## src/rtl/fifo_rd_stream.sv

```systemverilog
// ============================================================================
// fifo_rd_stream : read-side drain engine, FIFO read port to valid/ready stream
// Revision 1.0
// ============================================================================
`default_nettype none

module fifo_rd_stream #(
    parameter int G_WIDTH = 8,
    parameter int G_CNT_W = 16
) (
    input  logic               i_clk,
    input  logic               i_arstN,
    input  logic               i_empty,
    input  logic [G_WIDTH-1:0] i_fifo_data,
    output logic               o_ren,
    input  logic               i_flush,
    output logic               o_valid,
    input  logic               i_ready,
    output logic [G_WIDTH-1:0] o_data,
    output logic [1:0]         o_occ,
    output logic [G_CNT_W-1:0] o_count
);

    logic [G_WIDTH-1:0] mem_q [3];
    logic [1:0]         wptr_q, wptr_d;
    logic [1:0]         rptr_q, rptr_d;
    logic [1:0]         occ_q, occ_d;
    logic               inflight_q, inflight_d;
    logic [G_CNT_W-1:0] count_q, count_d;

    logic               w_room;
    logic               w_capture;
    logic               w_pop;

    function automatic logic [1:0] ptr_inc(input logic [1:0] p);
        return (p == 2'd2) ? 2'd0 : p + 2'd1;
    endfunction

    // A read is only issued if its word is guaranteed a slot, counting the one
    // already in flight; this keeps i_ready out of the o_ren path entirely.
    always_comb begin
        w_room    = ({1'b0, occ_q} + {2'b00, inflight_q}) < 3'd3;
        o_ren     = i_arstN && !i_empty && !i_flush && w_room;
        w_capture = inflight_q && !i_flush;
        w_pop     = (occ_q != 2'd0) && i_ready;
    end

    always_comb begin
        wptr_d     = wptr_q;
        rptr_d     = rptr_q;
        occ_d      = occ_q;
        inflight_d = inflight_q;
        count_d    = count_q;

        if (w_pop) begin
            rptr_d  = ptr_inc(rptr_q);
            count_d = count_q + G_CNT_W'(1);
        end

        if (i_flush) begin
            occ_d      = 2'd0;
            inflight_d = 1'b0;
            wptr_d     = 2'd0;
            rptr_d     = 2'd0;
        end else begin
            inflight_d = o_ren;
            if (w_capture) begin
                wptr_d = ptr_inc(wptr_q);
            end
            case ({w_capture, w_pop})
                2'b10:   occ_d = occ_q + 2'd1;
                2'b01:   occ_d = occ_q - 2'd1;
                default: occ_d = occ_q;
            endcase
        end
    end

    always_ff @(posedge i_clk) begin
        if (!i_arstN) begin
            wptr_q     <= 2'd0;
            rptr_q     <= 2'd0;
            occ_q      <= 2'd0;
            inflight_q <= 1'b0;
            count_q    <= '0;
            for (int i = 0; i < 3; i++) begin
                mem_q[i] <= '0;
            end
        end else begin
            wptr_q     <= wptr_d;
            rptr_q     <= rptr_d;
            occ_q      <= occ_d;
            inflight_q <= inflight_d;
            count_q    <= count_d;
            if (w_capture) begin
                mem_q[wptr_q] <= i_fifo_data;
            end
        end
    end

    assign o_valid = (occ_q != 2'd0);
    assign o_data  = mem_q[rptr_q];
    assign o_occ   = occ_q;
    assign o_count = count_q;

endmodule

`default_nettype wire

```

## config.mk

```make
export PLATFORM = sky130hd
export DESIGN_NAME = fifo_rd_stream
export DESIGN_NICKNAME = d
export VERILOG_FILES = /design/src/rtl/fifo_rd_stream.sv
export SDC_FILE = /design/constraint.sdc
export NUM_CORES = 1
export LEC_CHECK = 0
export CAP_MARGIN = 40
export CORE_ASPECT_RATIO = 0.6
export CORE_MARGIN = 3
export CORE_UTILIZATION = 52
export CTS_CLUSTER_SIZE = 14
export DETAILED_ROUTE_END_ITERATION = 8
export GPL_TIMING_DRIVEN = 1
export PLACE_DENSITY = 0.76
export SLEW_MARGIN = 10
export SYNTH_ARGS = -nofsm -noshare
export SYNTH_HDL_FRONTEND = slang
export SYNTH_SLANG_ARGS = --single-unit
export TNS_END_PERCENT = 5
```

## constraint.sdc

```tcl
create_clock -name i_clk -period 2.15 [get_ports i_clk]
set_input_delay 0.5375 -clock i_clk [delete_from_list [all_inputs] [get_ports i_clk]]
set_output_delay 0.5375 -clock i_clk [all_outputs]
set_load 0.02 [all_outputs]
```

==> run_results.csv, run 1 <==
group,metric,value,unit
logic_synthesis,synth_edf_count,32,
logic_synthesis,mappedNetlistNets,214,
clock_network,clk_transition_reported_paths,60,ps
clock_network,root_buffer,"sky130_fd_sc_hd__clkbuf_8",
setup_path,register_to_register_path_setup_slack,440,ps
detailed_routing,wl_per_cell,16.3,um
setup_path,endpoint_kind,"output port",
logic_synthesis,post-synth-top-count-cell,"sky130_fd_sc_hd__edfxtp_1",
sta,fmaxAchievable,472,MHz
worst_hold_path,min_delay_path_depth,2,
placement,buffer_ports.inserted,40,
setup_path,worst-endpoint-required,1610,ps
clock_network,cts_tree,"built",
sta,max_slew.worst_pin.slew,336,ps
finish,multi_input_area,987,um^2
logic_synthesis,netlist.top_cell.by_area,"sky130_fd_sc_hd__edfxtp_1",
detailed_routing,detail-route-antenna-nets,0,
run,timing.max_cap.violations,0,
setup_path,crit_arrival,1580,ps
sta,min_period_over_period,0.986,
finish,final_nets,282,
power_and_ir_drop,seqPwrFrac,0.560,
global_routing,grt.overflow.total,0,
setup_path,worst-path-buf-inv,2,
logic_synthesis,post_synthesis_cells,197,
global_routing,global_route.usage.total,0.217,
global_routing,grt_start_max_net_pins,17,
logic_synthesis,async_flop_share,0,
logic_synthesis,ys_ff_latch,57,
logic_synthesis,synth_area,2460,um^2
finish,final_layout_size_suffix_gt1_frac,0.241,
setup_path,crit_path_max_fanout,4,
logic_synthesis,synth_sequential_area_ratio,0.594,
clock_network,clk-insertion-delay-late,330,ps
setup_path,timing.critical_path.slowest_cell_delay,490,ps
sta,max_slew_margin,0.770,
power_and_ir_drop,power.internal,1640,uW
setup_path,gate_family_responsible_for_the_most_delay_along_the_worst_path,"multiplexers",
global_routing,wire_length_of_the_first_global_routing_pass,8.78,mm
worst_hold_path,min-delay-path-class,"register to register",
sta,worst_clock_skew,3.83,ps
setup_path,regToRegEndpoint,"o_occ[1]",
finish,fillerInstances,304,
power_and_ir_drop,power_switching,459,uW
floorplan,core_area,4320,um^2
power_and_ir_drop,power.share.combinational,0.056,
placement,place_congestion,0.761,
global_routing,number_of_global_route_vias_before_repair,1818,
detailed_routing,routed_vias_inst,5.53,
setup_path,worstReg2RegStart,"o_occ[1]",
sta,final_hold_viol_count,0,
power_and_ir_drop,power_leakage,0.00123,uW
floorplan,ios,41,
finish,antenna_cells,0,
sta,rsz0062_at_grt,"true",
clock_network,tritoncts_buffers,9,
setup_path,setup.worst_path.start_class,"register",
power_and_ir_drop,powerDensity,645,nW/um^2
detailed_routing,dr.pass1.iters,4,
placement,detailed_place_hpwl,3.92,mm
logic_synthesis,dominantRegCellSynth,"sky130_fd_sc_hd__edfxtp_1",
worst_hold_path,hp-start,"o_count[15]",
clock_network,clock_sink_count,57,
finish,post-route-cell-area,3250,um^2
logic_synthesis,netlist_top_cells_count,"sky130_fd_sc_hd__edfxtp_1, sky130_fd_sc_hd__and2_1, sky130_fd_sc_hd__dfxtp_1",
logic_synthesis,post-synth-top-area-fraction,0.390,
floorplan,fp.dieArea,5620,um^2
power_and_ir_drop,totalPowerFinal,2100,uW
setup_path,reg2regPathDepth,6,
run_status,status,"completed",
power_and_ir_drop,clock_power_share,0.384,
floorplan,fp.dieH,59.3,um
logic_synthesis,yosys-top-cells-area,"sky130_fd_sc_hd__edfxtp_1, sky130_fd_sc_hd__dfxtp_1, sky130_fd_sc_hd__mux4_2, sky130_fd_sc_hd__and2_1, sky130_fd_sc_hd__xor2_1",
logic_synthesis,synth.distinct_cells,38,
sta,minimum_clock_period_after_layout,2120,ps
detailed_routing,routed_wl,5.39,mm
floorplan,start_util,0.569,
sta,setup_violations,0,
detailed_routing,dr.first_iter.drc_count,119,
setup_path,crit_path_cell_trace,"buf_4, mux4_2, clkdlybuf4s15_2",
global_routing,antenna_violations_before_repair,0,
detailed_routing,post-route-drc-count,0,
worst_hold_path,min_delay_worst_endpoint,"o_count[15]",
clock_network,htreeDepth,3,
logic_synthesis,mean_area_per_synthesized_cell,12.5,um^2
finish,seq_area,1460,um^2
power_and_ir_drop,worst_voltage_drop_across_the_vdd_grid,0.000531,V
setup_path,crit_type,"register to output port",
setup_path,slowest_stage,"sky130_fd_sc_hd__mux4_2",
logic_synthesis,ys.warnings.count,0,
power_and_ir_drop,swShare,0.219,
floorplan,core.rowCount,18,
detailed_routing,vias,1824,
placement,dpl_cell_area,3100,um^2
finish,layout.core_utilization,0.752,
floorplan,floorplan.die.width,94.8,um
finish,area_growth,32.1,%
clock_network,cts.path.max_buffers,2,
sta,final-max-slew-violation-count,0,
power by group through the flow:
stage	Clock, uW	Combinational (uW)	Sequential (uW)
floorplan	0	47.5	1200
CTS	821	120	1170
global route	869	126	1180
global placement	0	116	1200
finish	804	117	1170
detailed placement	0	122	1200
per-layer routing:
layer  up-vias  GRT usage  wire length [um]
li1        862          -                 -
met1       888      0.269              2290
met2        69      0.364              2660
met3         5     0.0711               401
met4         0     0.0739                48
met5         -          0                 0
registers in the layout, summed over array words and instances, names as in the netlist, named ones only:
signal	flops
o_count	16
inflight_q	1
mem_q	32
o_occ	2
wptr_q	2
rptr_q	2
layout make-up:
type	count	share of cell area
Clock buffer	12	0.0416
Clock inverter	4	0.00616
Inverter	4	0.00462
Multi-Input combinational cell	129	0.304
Sequential cell	57	0.450
Tap cell	60	0.0231
Timing Repair Buffer	64	0.171
kinds of logic after synthesis:
| kind of cell | Yosys count | synth area share |
|---|---|---|
| flip-flops | 57 | 0.594 |
| AND/OR/NAND/NOR | 81 | 0.190 |
| multiplexers | 10 | 0.0818 |
| XOR/XNOR | 11 | 0.0391 |
| adder cells (fa/ha/maj) | 4 | 0.0203 |
| buffers and inverters | 11 | 0.0219 |
| AO/OA/AOI/OAI | 23 | 0.0529 |
worst reg2reg max path, stage by stage, from the launching register on:
cell and delay, ps:
sky130_fd_sc_hd__dfxtp_1 330, sky130_fd_sc_hd__buf_4 160, sky130_fd_sc_hd__o21ai_0 220, sky130_fd_sc_hd__inv_1 100, sky130_fd_sc_hd__ha_1 340, sky130_fd_sc_hd__or3_1 350, sky130_fd_sc_hd__a21oi_1 140
cells in the final DEF (no fill, tap or decap), types with 4 or more instances in the layout:
cell / count
sky130_fd_sc_hd__nand2_1: 9
sky130_fd_sc_hd__dfxtp_1: 25
sky130_fd_sc_hd__clkinv_2: 4
sky130_fd_sc_hd__mux4_2: 8
sky130_fd_sc_hd__o21ai_0: 9
sky130_fd_sc_hd__and2_1: 25
sky130_fd_sc_hd__clkdlybuf4s50_1: 28
sky130_fd_sc_hd__nand4_1: 5
sky130_fd_sc_hd__buf_2: 7
sky130_fd_sc_hd__a21oi_1: 10
sky130_fd_sc_hd__clkbuf_8: 9
sky130_fd_sc_hd__or3_1: 6
sky130_fd_sc_hd__buf_4: 24
sky130_fd_sc_hd__xor2_1: 8
sky130_fd_sc_hd__edfxtp_1: 32
sky130_fd_sc_hd__nor2_1: 17
through the flow:
| step | TNS (ps) | worst slack (ps) | hold slack, ps | std cells |
|---|---|---|---|---|
| after global placement | -443 | -443 | 458 | 314 |
| after CTS | -18.7 | -18.7 | 507 | 330 |
| after detailed placement | -726 | -503 | 496 | 314 |
| after global routing | -40.6 | -40.6 | 531 | 330 |
| final | 0 | 30.9 | 513 | 330 |
| after floorplan | 0 | 17.7 | 459 | 197 |
what timing repair did:
| item | 4_1_cts | 5_1_grt |
|---|---|---|
| hold buffers | 0 | 0 |
| endpoints found under the setup margin | 10 | 5 |
| gates resized for setup | 39 | 5 |
| setup buffers | 0 | 0 |
| pin swaps | 1 | 0 |
worst max-delay path by stage:
stage | to | slack, ps | cells after the start
floorplan | o_ren | 20 | 3
global placement | o_ren | -440 | 4
detailed placement | o_ren | -500 | 4
CTS | o_data[0] | -20 | 3
global route | o_data[7] | -40 | 3
finish | o_data[7] | 30 | 3
Note: power is estimated with default switching activity, not from simulation.
==> run 2: changes to the inputs <==
MAX_ROUTING_LAYER = met4   (was default)
==> run 2 against run 1 <==
Against the previous run:
- sequential share of layout area is the same
- global-route usage grew 0.67 points
- total power is essentially flat
- core utilization is the same
- final cell count is the same
- combinational power is essentially flat
- critical path type unchanged
- largest power group unchanged
- highest routed layer unchanged
==> run_results.csv, run 2 (same netlist as run 1, synthesis figures left out) <==
group,metric,value,unit
run_status,status,"completed",
detailed_routing,post-route-drc-count,0,
global_routing,grt_start_max_net_pins,17,
global_routing,global_route.usage.total,0.224,
sta,final_hold_viol_count,0,
setup_path,crit_arrival,1580,ps
detailed_routing,detail-route-antenna-nets,0,
finish,final_cell_mix,"sky130_fd_sc_hd__edfxtp_1, sky130_fd_sc_hd__clkdlybuf4s50_1, sky130_fd_sc_hd__and2_1, sky130_fd_sc_hd__dfxtp_1, sky130_fd_sc_hd__buf_4",
detailed_routing,routed_wl,5.41,mm
detailed_routing,routed_vias_inst,5.50,
detailed_routing,vias,1815,
sta,minimum_clock_period_after_layout,2120,ps
finish,final_common_cell,"sky130_fd_sc_hd__edfxtp_1",
clock_network,clock_sink_count,57,
setup_path,endpoint_kind,"output port",
setup_path,crit_type,"register to output port",
setup_path,crit_path_max_fanout,4,
global_routing,grt.overflow.total,0,
clock_network,clk-insertion-delay-late,330,ps
power_and_ir_drop,worst_voltage_drop_across_the_vdd_grid,0.000531,V
floorplan,start_util,0.569,
global_routing,number_of_global_route_vias_before_repair,1817,
finish,max_flop_register,"mem_q",
clock_network,cts_hold_buffers_added,0,
clock_network,clk_transition_reported_paths,60,ps
clock_network,cts_tree,"built",
sta,max_slew_margin,0.770,
finish,instances_no_fill,330,
worst_hold_path,min-delay-path-class,"register to register",
finish,largest_reg_flops,32,
placement,post-place-ws,-503,ps
finish,final_layout_size_suffix_gt1_frac,0.241,
detailed_routing,dr.first_iter.drc_count,121,
clock_network,tritoncts_buffers,9,
global_routing,wire_length_of_the_first_global_routing_pass,8.78,mm
sta,setup_violations,0,
floorplan,floorplan.die.width,94.8,um
sta,max_slew.worst_pin.slew,336,ps
clock_network,htreeDepth,3,
finish,final_nets,282,
sta,fmaxAchievable,472,MHz
sta,final_critical_path_setup_slack,29.9,ps
clock_network,cts_setup_buffers,0,
power_and_ir_drop,power_leakage,0.00123,uW
placement,detailed_place_hpwl,3.92,mm
placement,place_inst,314,
placement,place_congestion,0.771,
sta,min_period_over_period,0.986,
floorplan,ios,41,
placement,buffer_ports.inserted,40,
sta,timing.hold.ws,511,ps
detailed_routing,dr.pass1.iters,4,
finish,area_growth,32.1,%
clock_network,root_buffer,"sky130_fd_sc_hd__clkbuf_8",
floorplan,fp.dieArea,5620,um^2
sta,final-max-slew-violation-count,0,
run,timing.max_cap.violations,0,
clock_network,cts.path.max_buffers,2,
floorplan,core.rowCount,18,
finish,antenna_cells,0,
finish,fillerInstances,304,
setup_path,setup.worst_path.start_class,"register",
sta,rsz0062_at_grt,"true",
detailed_routing,wl_per_cell,16.4,um
setup_path,worst-endpoint-required,1610,ps
sta,worst_clock_skew,3.80,ps
power_and_ir_drop,powerDensity,644,nW/um^2
floorplan,fp.dieH,59.3,um
global_routing,antenna_violations_before_repair,0,
floorplan,core_area,4320,um^2
run 2: cell counts in the layout (fill, tap and decap cells not counted):
No cell type changed its count.
run 2: cell type report:
type | instances | area, um^2 | share of cell area
sequential | 57 | 1460 | 0.450
multi-input combinational | 129 | 987 | 0.304
timing repair buffer | 64 | 557 | 0.171
clock buffer | 12 | 135 | 0.0416
tap | 60 | 75.1 | 0.0231
clock inverter | 4 | 20.0 | 0.00616
inverter | 4 | 15.0 | 0.00462
run 2: timing repair:
item                                   in CTS  in global routing
endpoints found under the hold margin       0                  0
pin swaps                                   1                  0
setup endpoints to repair                  10                  5
gates resized for setup                    39                  5
run 2: path summary, 6_finish.rpt:
path            endpoint        start  cells after the start  slack (ps)
min reg2reg  o_count[15]  o_count[15]                      2         510
min          o_count[15]  o_count[15]                      2         510
max reg2reg     o_occ[1]     o_occ[1]                      6         440
max            o_data[7]     register                      3          30
run 2: metrics by stage:
step	instance area, um^2	setup TNS (ps)	utilization	power (uW)
6_report	3250	0	0.752	2090
5_1_grt	3250	-40.6	0.752	2170
4_1_cts	3260	-18.7	0.755	2120
3_5_place_dp	3100	-726	0.716	1320
3_3_place_gp	3100	-443	0.716	1310
2_1_floorplan	2470	0	-	1240
run 2: power by group:
part | internal (uW) | switching [uW]
combinational | 58.0 | 59.0
sequential | 1170 | 6.15
clock | 410 | 393
run 2: metal layers:
metal | share of wire | track usage
met3 | 0.062 | 0.0698
met1 | 0.44 | 0.270
met4 | 0.0089 | 0.0739
met2 | 0.49 | 0.364
met5 | 0 | -
run 2: critical path: stages, from the launching register on:
cell,delay [ps]
sky130_fd_sc_hd__dfxtp_1,340
sky130_fd_sc_hd__buf_4,160
sky130_fd_sc_hd__mux4_2,490
sky130_fd_sc_hd__clkdlybuf4s15_2,260
